`src/rtl/cube_frame_scheduler.sv`:
```
// LED cube refresh sequencer: double-buffered 64-byte frame store, latch/layer handshakes,
// dwell/blank timing, frame-boundary bank swaps. Optional dimming via CUBE_SCHED_DIM_EN.
module cube_frame_scheduler #(
  parameter int unsigned DWELL     = 2000,
  parameter int unsigned BLANK_CYC = 16
) (
  input  logic       clk,
  input  logic       rst_n,
  input  logic       run,
  input  logic       wr_en,
  input  logic [5:0] wr_addr,
  input  logic [7:0] wr_data,
  input  logic       swap_req,
  output logic       swap_busy,
  output logic       swap_ack,
  output logic       latch_start,
  output logic [2:0] latch_i,
  output logic [7:0] latch_data,
  input  logic       latch_done,
  output logic       layer_start,
  output logic [2:0] layer_i,
  input  logic       layer_done,
`ifdef CUBE_SCHED_DIM_EN
  input  logic [3:0] dim,
`endif
  output logic       layer_oe,
  output logic       frame_start
);

  localparam int unsigned CNT_MAX = (DWELL > BLANK_CYC) ? DWELL : BLANK_CYC;
  localparam int unsigned CW      = $clog2(CNT_MAX + 1);

  typedef enum logic [2:0] {
    S_IDLE, S_LOAD_REQ, S_LOAD_WAIT, S_DRIVE_REQ, S_DRIVE_WAIT, S_DWELL, S_BLANK
  } state_t;

  state_t        state;
  logic [7:0]    mem [0:127];
  logic [7:0]    rd_data;
  logic          bank_sel;
  logic          swap_pend;
  logic          rd_pend;
  logic [2:0]    latch_idx;
  logic [CW-1:0] cnt;

`ifdef CUBE_SCHED_DIM_EN
  logic [CW-1:0] on_lim;
  logic [CW-1:0] dim_lim;
  assign dim_lim = CW'((DWELL * (32'(dim) + 32'd1)) / 32'd16);
`endif

  assign swap_busy = swap_pend;

  // Bank select picks the front half; writes always land in the other half.
  always_ff @(posedge clk) begin
    if (wr_en && !swap_pend)
      mem[{~bank_sel, wr_addr}] <= wr_data;
    rd_data <= mem[{bank_sel, layer_i, latch_idx}];
  end

  always_ff @(posedge clk or negedge rst_n) begin
    if (!rst_n) begin
      state       <= S_IDLE;
      bank_sel    <= 1'b0;
      swap_pend   <= 1'b0;
      swap_ack    <= 1'b0;
      rd_pend     <= 1'b0;
      latch_idx   <= '0;
      cnt         <= '0;
      latch_start <= 1'b0;
      latch_i     <= '0;
      latch_data  <= '0;
      layer_start <= 1'b0;
      layer_i     <= 3'd7;
      layer_oe    <= 1'b0;
      frame_start <= 1'b0;
`ifdef CUBE_SCHED_DIM_EN
      on_lim      <= '0;
`endif
    end else begin
      latch_start <= 1'b0;
      layer_start <= 1'b0;
      frame_start <= 1'b0;
      swap_ack    <= 1'b0;
      if (swap_req && !swap_pend)
        swap_pend <= 1'b1;

      case (state)
        S_IDLE: begin
          layer_oe <= 1'b0;
          if (swap_pend) begin
            bank_sel  <= ~bank_sel;
            swap_ack  <= 1'b1;
            swap_pend <= 1'b0;
          end
          if (run) begin
            state       <= S_LOAD_REQ;
            layer_i     <= 3'd7;
            latch_idx   <= '0;
            rd_pend     <= 1'b0;
            frame_start <= 1'b1;
          end
        end
        // First cycle issues the read, second presents the returned byte.
        S_LOAD_REQ: begin
          if (!rd_pend) begin
            rd_pend <= 1'b1;
          end else begin
            rd_pend     <= 1'b0;
            latch_start <= 1'b1;
            latch_i     <= latch_idx;
            latch_data  <= rd_data;
            state       <= S_LOAD_WAIT;
          end
        end
        S_LOAD_WAIT: begin
          if (latch_done) begin
            if (latch_idx != 3'd7) begin
              latch_idx <= latch_idx + 3'd1;
              state     <= S_LOAD_REQ;
            end else begin
              latch_idx <= '0;
              state     <= S_DRIVE_REQ;
            end
          end
        end
        S_DRIVE_REQ: begin
          layer_start <= 1'b1;
          state       <= S_DRIVE_WAIT;
        end
        S_DRIVE_WAIT: begin
          if (layer_done) begin
            state <= S_DWELL;
            cnt   <= CW'(DWELL - 1);
`ifdef CUBE_SCHED_DIM_EN
            on_lim   <= dim_lim;
            layer_oe <= (dim_lim != '0);
`else
            layer_oe <= 1'b1;
`endif
          end
        end
        S_DWELL: begin
          if (cnt == '0) begin
            state    <= S_BLANK;
            layer_oe <= 1'b0;
            cnt      <= CW'(BLANK_CYC - 1);
          end else begin
            cnt <= cnt - 1'b1;
`ifdef CUBE_SCHED_DIM_EN
            // Elapsed count on the next cycle is DWELL - cnt.
            layer_oe <= ((CW'(DWELL) - cnt) < on_lim);
`endif
          end
        end
        S_BLANK: begin
          if (cnt == '0) begin
            layer_i <= layer_i - 3'd1;
            if (layer_i == 3'd0 && swap_pend) begin
              bank_sel  <= ~bank_sel;
              swap_ack  <= 1'b1;
              swap_pend <= 1'b0;
            end
            if (run) begin
              state       <= S_LOAD_REQ;
              rd_pend     <= 1'b0;
              frame_start <= (layer_i == 3'd0);
            end else begin
              state <= S_IDLE;
            end
          end else begin
            cnt <= cnt - 1'b1;
          end
        end
        default: state <= S_IDLE;
      endcase
    end
  end

endmodule

```
`config.mk`:
```
export PLATFORM = sky130hd
export DESIGN_NAME = cube_frame_scheduler
export DESIGN_NICKNAME = d
export VERILOG_FILES = /design/src/rtl/cube_frame_scheduler.sv
export SDC_FILE = /design/constraint.sdc
export NUM_CORES = 1
export LEC_CHECK = 0
export BUFFER_PORTS_ARGS = -buffer_cell sky130_fd_sc_hd__buf_2
export CAP_MARGIN = 20
export CORE_MARGIN = 5
export CORE_UTILIZATION = 53
export CTS_CLUSTER_DIAMETER = 60
export DETAILED_ROUTE_END_ITERATION = 7
export PLACE_DENSITY_LB_ADDON = 0.2
export SYNTH_ARGS = -nofsm -noshare
export SYNTH_HDL_FRONTEND = slang
export SYNTH_SLANG_ARGS = --single-unit
export TNS_END_PERCENT = 50
```
`constraint.sdc`:
```
create_clock -name clk -period 2.7 [get_ports clk]
set_input_delay 0.27 -clock clk [delete_from_list [all_inputs] [get_ports clk]]
set_output_delay 0.27 -clock clk [all_outputs]
set_load 0.02 [all_outputs]
```
# Word level (Yosys, flattened, before mapping)
# Memory sizes are Yosys's and may differ from the RTL's. A register that Yosys moved wholly into a read port is not among the register bits.
# Cells that the tools add are included.
[totals]
reg_bits = 39
ramBits = 1024
in_bits = 21
elab_cells = 104
n_memories = 1
[memory_table]
columns = ["memory", "words", "word_bits", "read_ports", "rd_ports_with_merged_regs", "wr", "line_no", "text"]
rows = [
  ["mem", 128, 8, 1, 1, 1, "38", "logic [7:0] mem [0:127];"],
]
[classes]
addsub = 3
n_eq_ne = 16
mux = 49
bitwise_logic = 1
reduce_logical = 20
[ops]
columns = ["op", "count"]
rows = [
  ["11-bit 2-to-1 mux", 3],
  ["3-bit 2-to-1 mux", 11],
  ["11-bit one-hot mux with 3 select lines", 1],
  ["1-bit 2-to-1 mux", 24],
  ["3-bit one-hot mux with 7 select lines", 1],
  ["2-bit inequality test, second input constant", 9],
  ["3-bit one-hot mux with 2 select lines", 2],
  ["3-bit AND reduction", 4],
  ["11-bit zero test", 1],
  ["11-bit by 1-bit subtractor with 11-bit output, second input constant", 1],
  ["3-bit == test, second input constant", 3],
  ["3-bit nonzero test", 3],
  ["1-bit one-hot mux with 2 select lines", 4],
  ["3-bit by 2-bit == test with 1-bit output, second input constant", 2],
  ["3-bit zero test", 2],
  ["1-bit one-hot mux with 3 select lines", 2],
  ["6-bit AND reduction", 1],
  ["2-bit AND reduction", 2],
  ["4-bit AND reduction", 1],
  ["2-bit nonzero test", 2],
  ["3-bit by 1-bit adder with 3-bit output, second input constant", 1],
  ["3-bit by 1-bit == test with 1-bit output, second input constant", 1],
  ["1-bit logical AND", 3],
  ["3-bit inequality test, second input constant", 1],
  ["other kinds (4)", 4],
]

# Depth between registers and ports, before layout
# Gate-level depths: netlist of run 1.
[logic_depth]
ltp_word = 6
depth_mapped = 9
mapped_depth_nobuf = 8

# Worst setup path after synthesis of run 1
# Ideal clock, no wire load.
[synth_timing]
kind = "register to register"
from = "reg latch_idx[0]"
to = "reg rd_data[0] (read register of mem)"
setup_ns = 0.121
arrival_time_ns = 2.736
required_ns = 2.579
setup_slack_ns = -0.157
stages_incl_launch_ff = 7
synth_period_minus_slack_ns = 2.857
cell_sequence = "dfrtp_1 buf_2 clkbuf_1 mux4_2 mux4_2 mux4_2 mux2_2"
[synth_rtl]
columns = ["item", "line_no", "text"]
rows = [
  ["start, declared", "43", "logic [2:0] latch_idx;"],
  ["start signal, assigned", "119", "latch_idx <= latch_idx + 3'd1;"],
  ["end, declared", "39", "logic [7:0] rd_data;"],
]

==> results.cfg, run 1 <==
[cts]
numClockSinks = 1071
cts_tree = built
clk-insertion-delay-late_ns = 0.67
cts_max_level = 3
root_buffer = clkbuf_16
clkTransAtPathRegs_ns = 0.06
cts_buffers = 107
clockBufferDepth = 3

[power]
finalPower_mw = 44.23
leakage_nw = 15.85
peakVddDrop_mv = 0.6947
p_per_area_nw_per_um2 = 896.4

[detailed_routing]
drc = 0
vias_per_cell = 6.184
drt_first_pass_iters = 5
ant_nets = 0
wirelength_mm = 98.63
vias = 20449
wire_per_inst_um = 29.82
first_iter_violations = 2051

[global_route]
first_global_vias = 20777
grtUsageMet1_pct = 33.36
grt_util_met3_pct = 4.325
grt_pass1_wl_mm = 144.3
grt_max_degree = 77
track_usage_pct = 23.34
antenna_found_initial = 2
grt-busiest-layer = met2
grt-ovfl-total = 0
use_met2_pct = 38.39

[min_path]
hold_class = in -> reg

[timing]
fmax_mhz = 331.9
rsz0062_at_grt = true
setup_viol = 8
fin_crit_ns = 3.013
tightestPinTransition_ns = 0.9176
slew_viol_final = 0
fin_crit_sh_pct = 111.6
finalWorstSetupSlack_ns = -0.3133
worst_clock_skew_ns = 0.01971
hold_viol = 0
holdWs_ns = 0.05453
max_slew_margin_pct = 38.83

[synth]
synth_top_family_by_area = multiplexers
synth_mux_area_share_pct = 18.73
synth-seq-cells = 1071
avgSynthCellArea_um2 = 22.66
synth_edf_count = 1024
synth_nets = 1865
synth-compound-area-share_pct = 0.9101
synth.distinct_cells = 50
synth_top_flop_cell = edfxtp_1
syn-cell-area_um2 = 41650
yosys_warnings = 0
synth-simple-area-share_pct = 2.385
ys_seq_area_share_pct = 76.56
yosys.area_share.adder_pct = 0.1802
synth_cells = 1838
async_flop_share_pct = 3.641
synth-xor-area-share_pct = 0.1262

[die]
die_w_um = 290.3
initial_utilization_pct = 53.59
dieHeight_um = 290.3
io-pin-count = 41
die_area_um2 = 84300
core_um2 = 77720
row_count = 102

[finish]
layout-drive-gt1-share_pct = 36.73
mostFrequentLayoutCell = edfxtp_1
area.growth.synth_to_final_pct = 18.47
nets = 2206
final_cell_mix = 1024 x edfxtp_1, 336 x mux4_2, 223 x buf_4, 143 x nor2_1, 115 x clkbuf_16
stdcell_area_um2 = 49350

[setup_path]
endpoint_kind = flip-flop
crit_required_ns = 3.26
startpoint_type = flip-flop
timing_worst_setup_path_type = reg -> reg
cp.arrival_ns = 3.57
cp_max_fo = 8

[flow_run]
drv_cap = 0

[placed_design]
place_congestion = 0.8121
hpwl_mm = 62.61
io_buffers = 40
pre_cts_ws_ns = -0.3780
dpl_cell_area_um2 = 45240

[outcome]
failed_checks = negative setup slack
outcome = finished, violations left
==> logic make-up after synthesis <==
group,count (synthesis)
flops,1071
mux,357
simple gates,226
buf+inv,112
compound gates,60
xor+xnor,6
fa+ha+maj,6
==> worst paths after layout <==
| kind | startpoint | endpoint | slack (ns) | depth (start not counted) |
|---|---|---|---|---|
| worst min-delay path | wr_data[1] | mem[85][1] | 0.05 | 1 |
| worst max-delay path | latch_idx[0] | rd_data[4] | -0.31 | 7 |
| worst min register to register | latch_data[5] | latch_data[5] | 0.48 | 1 |
| worst max register to register | latch_idx[0] | rd_data[4] | -0.31 | 7 |
| min in group asynchronous | rst_n | cnt[9] | 0.29 | 2 |
| max in group asynchronous | rst_n | latch_idx[2] | 1.74 | 2 |
==> state kept, by name (all words and copies together), names as in the netlist <==
name / count
state: 3
frame_start: 1
latch_idx: 3
rd_pend: 1
latch_data: 8
latch_start: 1
latch_i: 3
layer_oe: 1
bank_sel: 1
layer_start: 1
layer_i: 3
rd_data: 8
mem: 1024
swap_busy: 1
swap_ack: 1
cnt: 11
==> per-stage QoR <==
step	util (%)	TNS, ns	std cells
after floorplan	-	0	1838
after detailed placement	58.21	-2.703	3068
after CTS	63.19	-2.534	3288
final	63.49	-2.331	3307
after global placement	58.21	-2.654	3068
after global routing	63.49	-2.665	3305
==> final cells by class <==
type	count	area (µm²)
multi-input cells	655	9319
diodes	2	5.005
flip-flops and latches	1071	31900
clock buffers	132	2855
repair buffers	328	3276
inverters	16	62.56
fillers	5138	28370
clock inverters	63	633.1
well taps	1040	1301
==> cell usage after synthesis (6+ instances only) <==
library cell,n,area [µm²]
mux2_1,13,146.4
inv_2,6,22.52
nand3_1,16,80.08
nor2b_1,8,50.05
nor2_1,143,536.8
dfxtp_1,8,160.2
ha_1,6,75.07
nand2_1,22,82.58
mux2_2,8,90.09
edfxtp_1,1024,30750
mux4_2,336,7567
dfrtp_1,36,900.9
buf_2,21,105.1
buf_1,17,63.81
o21ai_1,10,50.05
inv_1,9,33.78
clkbuf_1,56,210.2
nor3_1,7,35.03
o22ai_1,6,37.54
a21oi_1,18,90.09
==> routing by layer <==
| metal | part of all wire, % | wire length, µm | vias to the layer above |
|---|---|---|---|
| li1 | - | - | 8461 |
| met1 | 39 | 38870 | 10987 |
| met2 | 50 | 49810 | 884 |
| met3 | 8.2 | 8070 | 117 |
| met4 | 1.9 | 1882 | 0 |
| met5 | 0 | 0 | - |
==> report_power, final <==
group	switching (mW)	internal [mW]	total, mW	leakage (nW)
logic	5.03	5.58	10.6	4.42
clock network	6.11	8.56	14.7	1.69
registers	0.395	18.6	18.9	9.74
total	11.5	32.7	44.2	15.9
==> repair_timing <==
item                                    CTS  global route
endpoints found under the setup margin    8             8
gates resized for setup                  12             7
setup buffers                            17            13
cloned                                    2             5
hold endpoints to repair                 59             0
hold buffers                              6             0
==> worst max-delay path, cell delays in order, from the launching register on <==
cell	delay, ns
dfrtp_4	0.52
buf_16	0.21
buf_16	0.16
buf_12	0.11
mux4_2	0.52
mux4_2	0.59
mux4_2	0.51
mux2_4	0.27
No activity file was read; power rests on OpenSTA's default activity.
==> run 2: changes to the inputs <==
Settings changed: ABC_AREA set to 1.
==> results.cfg, run 2 <==
[timing]
setup_viol = 0
worst_clock_skew_ns = 0.01397
max_slew_margin_pct = 43.82
rsz0062_at_grt = false
fin_crit_sh_pct = 96.23
tns_ns = 0
fin_crit_ns = 2.598
slew_viol_final = 0
tightestPinTransition_ns = 0.8427
fmax_mhz = 384.9
hold_viol = 0

[setup_path]
cp_slowest_stage_delay_ns = 0.56
crit_required_ns = 3.30
timing_worst_setup_path_type = reg -> reg
startpoint_type = flip-flop
path_buf_inv = 1
critPathSlowestCell = dfrtp_4
cp_max_fo = 157
path_delay_family = simple AND/OR/NAND/NOR gates
cp_common_cell = nand2_1
cp.arrival_ns = 3.20
path_cells = buf_12 > nand2_1 > nand3_1 > nand3_1 > nand3_1 > nand2_1 > nand2_1 > nand3_1 > nand2_1 > nand2_1 > nand2_1
endpoint_kind = flip-flop

[die]
row_count = 106
die_w_um = 298.8
die_area_um2 = 89280
dieHeight_um = 298.8
core_um2 = 83160
initial_utilization_pct = 53.16
io-pin-count = 41

[synth]
synth_mux_area_share_pct = 0
synth_nets = 3831
synth-xor-area-share_pct = 0.1387
yosys.area_share.adder_pct = 0.1698
synth.distinct_cells = 33
synth_top_family_by_area = simple AND/OR/NAND/NOR gates
yosys-top-cells-area = edfxtp_1 70%, nand2_1 11%, nand3_1 11%, dfrtp_1 2.0%, buf_6 1.6%
synth-seq-cells = 1071
yosys_warnings = 0
synth_cells = 3804
synth_edf_count = 1024
synth-compound-area-share_pct = 0.4416
synth_top_area_share_pct = 69.57
async_flop_share_pct = 3.641
synth_top_cell_by_area = edfxtp_1
synth_top_flop_cell = edfxtp_1
ys_seq_area_share_pct = 72.14
synth.top_cells.by_count = 1276 x nand2_1, 1024 x edfxtp_1, 943 x nand3_1
avgSynthCellArea_um2 = 11.62
yosysMostFrequentCell = nand2_1
syn-cell-area_um2 = 44200
synth-simple-area-share_pct = 23.14

[detailed_routing]
wire_per_inst_um = 22.19
drt_first_pass_iters = 6
wirelength_mm = 113.9
drc = 0
ant_nets = 0
vias_per_cell = 5.737
vias = 29462
first_iter_violations = 3451

[cts]
cts_max_level = 3
clkTransAtPathRegs_ns = 0.06
cts_tree = built
clk-insertion-delay-late_ns = 0.66
clockBufferDepth = 3
cts_buffers = 110
post_cts_buffers = 0
root_buffer = clkbuf_16
cts-resized-gates = 0
numClockSinks = 1071
cts_hold_buffers = 3

[finish]
top_register = mem
stdcell_area_um2 = 50080
fillers = 6561
largest_reg_flops = 1024
reg_top3 = mem x1024, cnt x11
final_cell_mix = 1276 x nand2_1, 1024 x edfxtp_1, 943 x nand3_1, 206 x buf_4, 157 x nor2_1
area.growth.synth_to_final_pct = 13.31
layout-drive-gt1-share_pct = 11.21
final_cells = 5135
mostFrequentLayoutCell = nand2_1
nets = 3983

[global_route]
grt_max_degree = 158
grt_pass1_wl_mm = 174.5
antenna_found_initial = 4
track_usage_pct = 25.39
grt-ovfl-total = 0
first_global_vias = 28408

[min_path]
hold_class = in -> reg

[placed_design]
io_buffers = 40
place_inst = 4921
dpl_cell_area_um2 = 46430
hpwl_mm = 67.36
place_congestion = 0.8666

[flow_run]
drv_cap = 0

[power]
leakage_nw = 18.32
p_per_area_nw_per_um2 = 819.5
peakVddDrop_mv = 0.7512

[outcome]
outcome = finished, final reports clean
run 2: cell count changes after synthesis, sizes merged, moves of 16 or more:
| cell | change |
|---|---|
| a21oi | -17 |
| mux2 | -21 |
| nor2 | +16 |
| nand2 | +1257 |
| buf | +162 |
| nand3 | +927 |
| mux4 | -336 |
| clkbuf | -23 |
| inv | +36 |
run 2: layout make-up:
| cell class | instances | area, µm² | area share [%] |
|---|---|---|---|
| flip-flops and latches | 1071 | 31900 | 63.69 |
| diodes | 4 | 10.01 | 0.01999 |
| clock inverters | 71 | 679.4 | 1.357 |
| clock buffers | 136 | 2933 | 5.856 |
| well taps | 1080 | 1351 | 2.698 |
| inverters | 55 | 232.7 | 0.4647 |
| repair buffers | 275 | 2417 | 4.827 |
| multi-input cells | 2443 | 10560 | 21.08 |
run 2: metrics by stage:
stage               util, %  worst slack, ns  hold slack (ns)  power, mW
floorplan                 -           0.6535         -0.02559      24.15
global placement      55.84           0.2169           0.3709      26.16
detailed placement    55.84           0.1976           0.3729      26.25
CTS                   60.22           0.1883        0.0005626      41.26
global route          60.22          0.01890          0.02186      42.80
finish                60.23           0.1018          0.02923      41.05
run 2: logic make-up (layout without fill, tap and decap cells):
family	after synthesis	in the layout
xor+xnor	7	7
buf+inv	290	537
other cells	0	4
simple gates	2397	2397
compound gates	33	33
flops	1071	1071
fa+ha+maj	6	6
run 2: path summary, 6_finish.rpt:
check	from	to	slack (ns)	depth (start not counted)
setup / recovery	latch_idx[0]	rd_data[2]	0.10	11
hold / removal	layer_done	layer_oe	0.03	3
setup reg to reg	latch_idx[0]	rd_data[2]	0.10	11
hold reg to reg	rd_data[0]	latch_data[0]	0.44	2
max in group asynchronous	rst_n	latch_i[1]	1.75	3
min in group asynchronous	rst_n	latch_data[2]	0.21	2
run 2: power breakdown:
group          internal [mW]  total, mW  leakage [nW]  switching, mW
combinational           2.08       7.20          6.79           5.13
sequential              18.5       18.7          9.74          0.277
clock                   8.85       15.1          1.79           6.25
total                   29.4       41.0          18.3           11.7
run 2: per-layer routing:
layer	part of all wire, %	GRT usage, %
met5	0	0
met4	3.4	7.868
met3	8.9	4.155
met2	47	40.12
met1	41	36.80
run 2: worst reg2reg max path: cells and delay by family, from the launching register on:
family	cells	cell delay (ns)
buffers and inverters	1	0.50
AND/OR/NAND/NOR	10	1.47
flip-flops	1	0.56
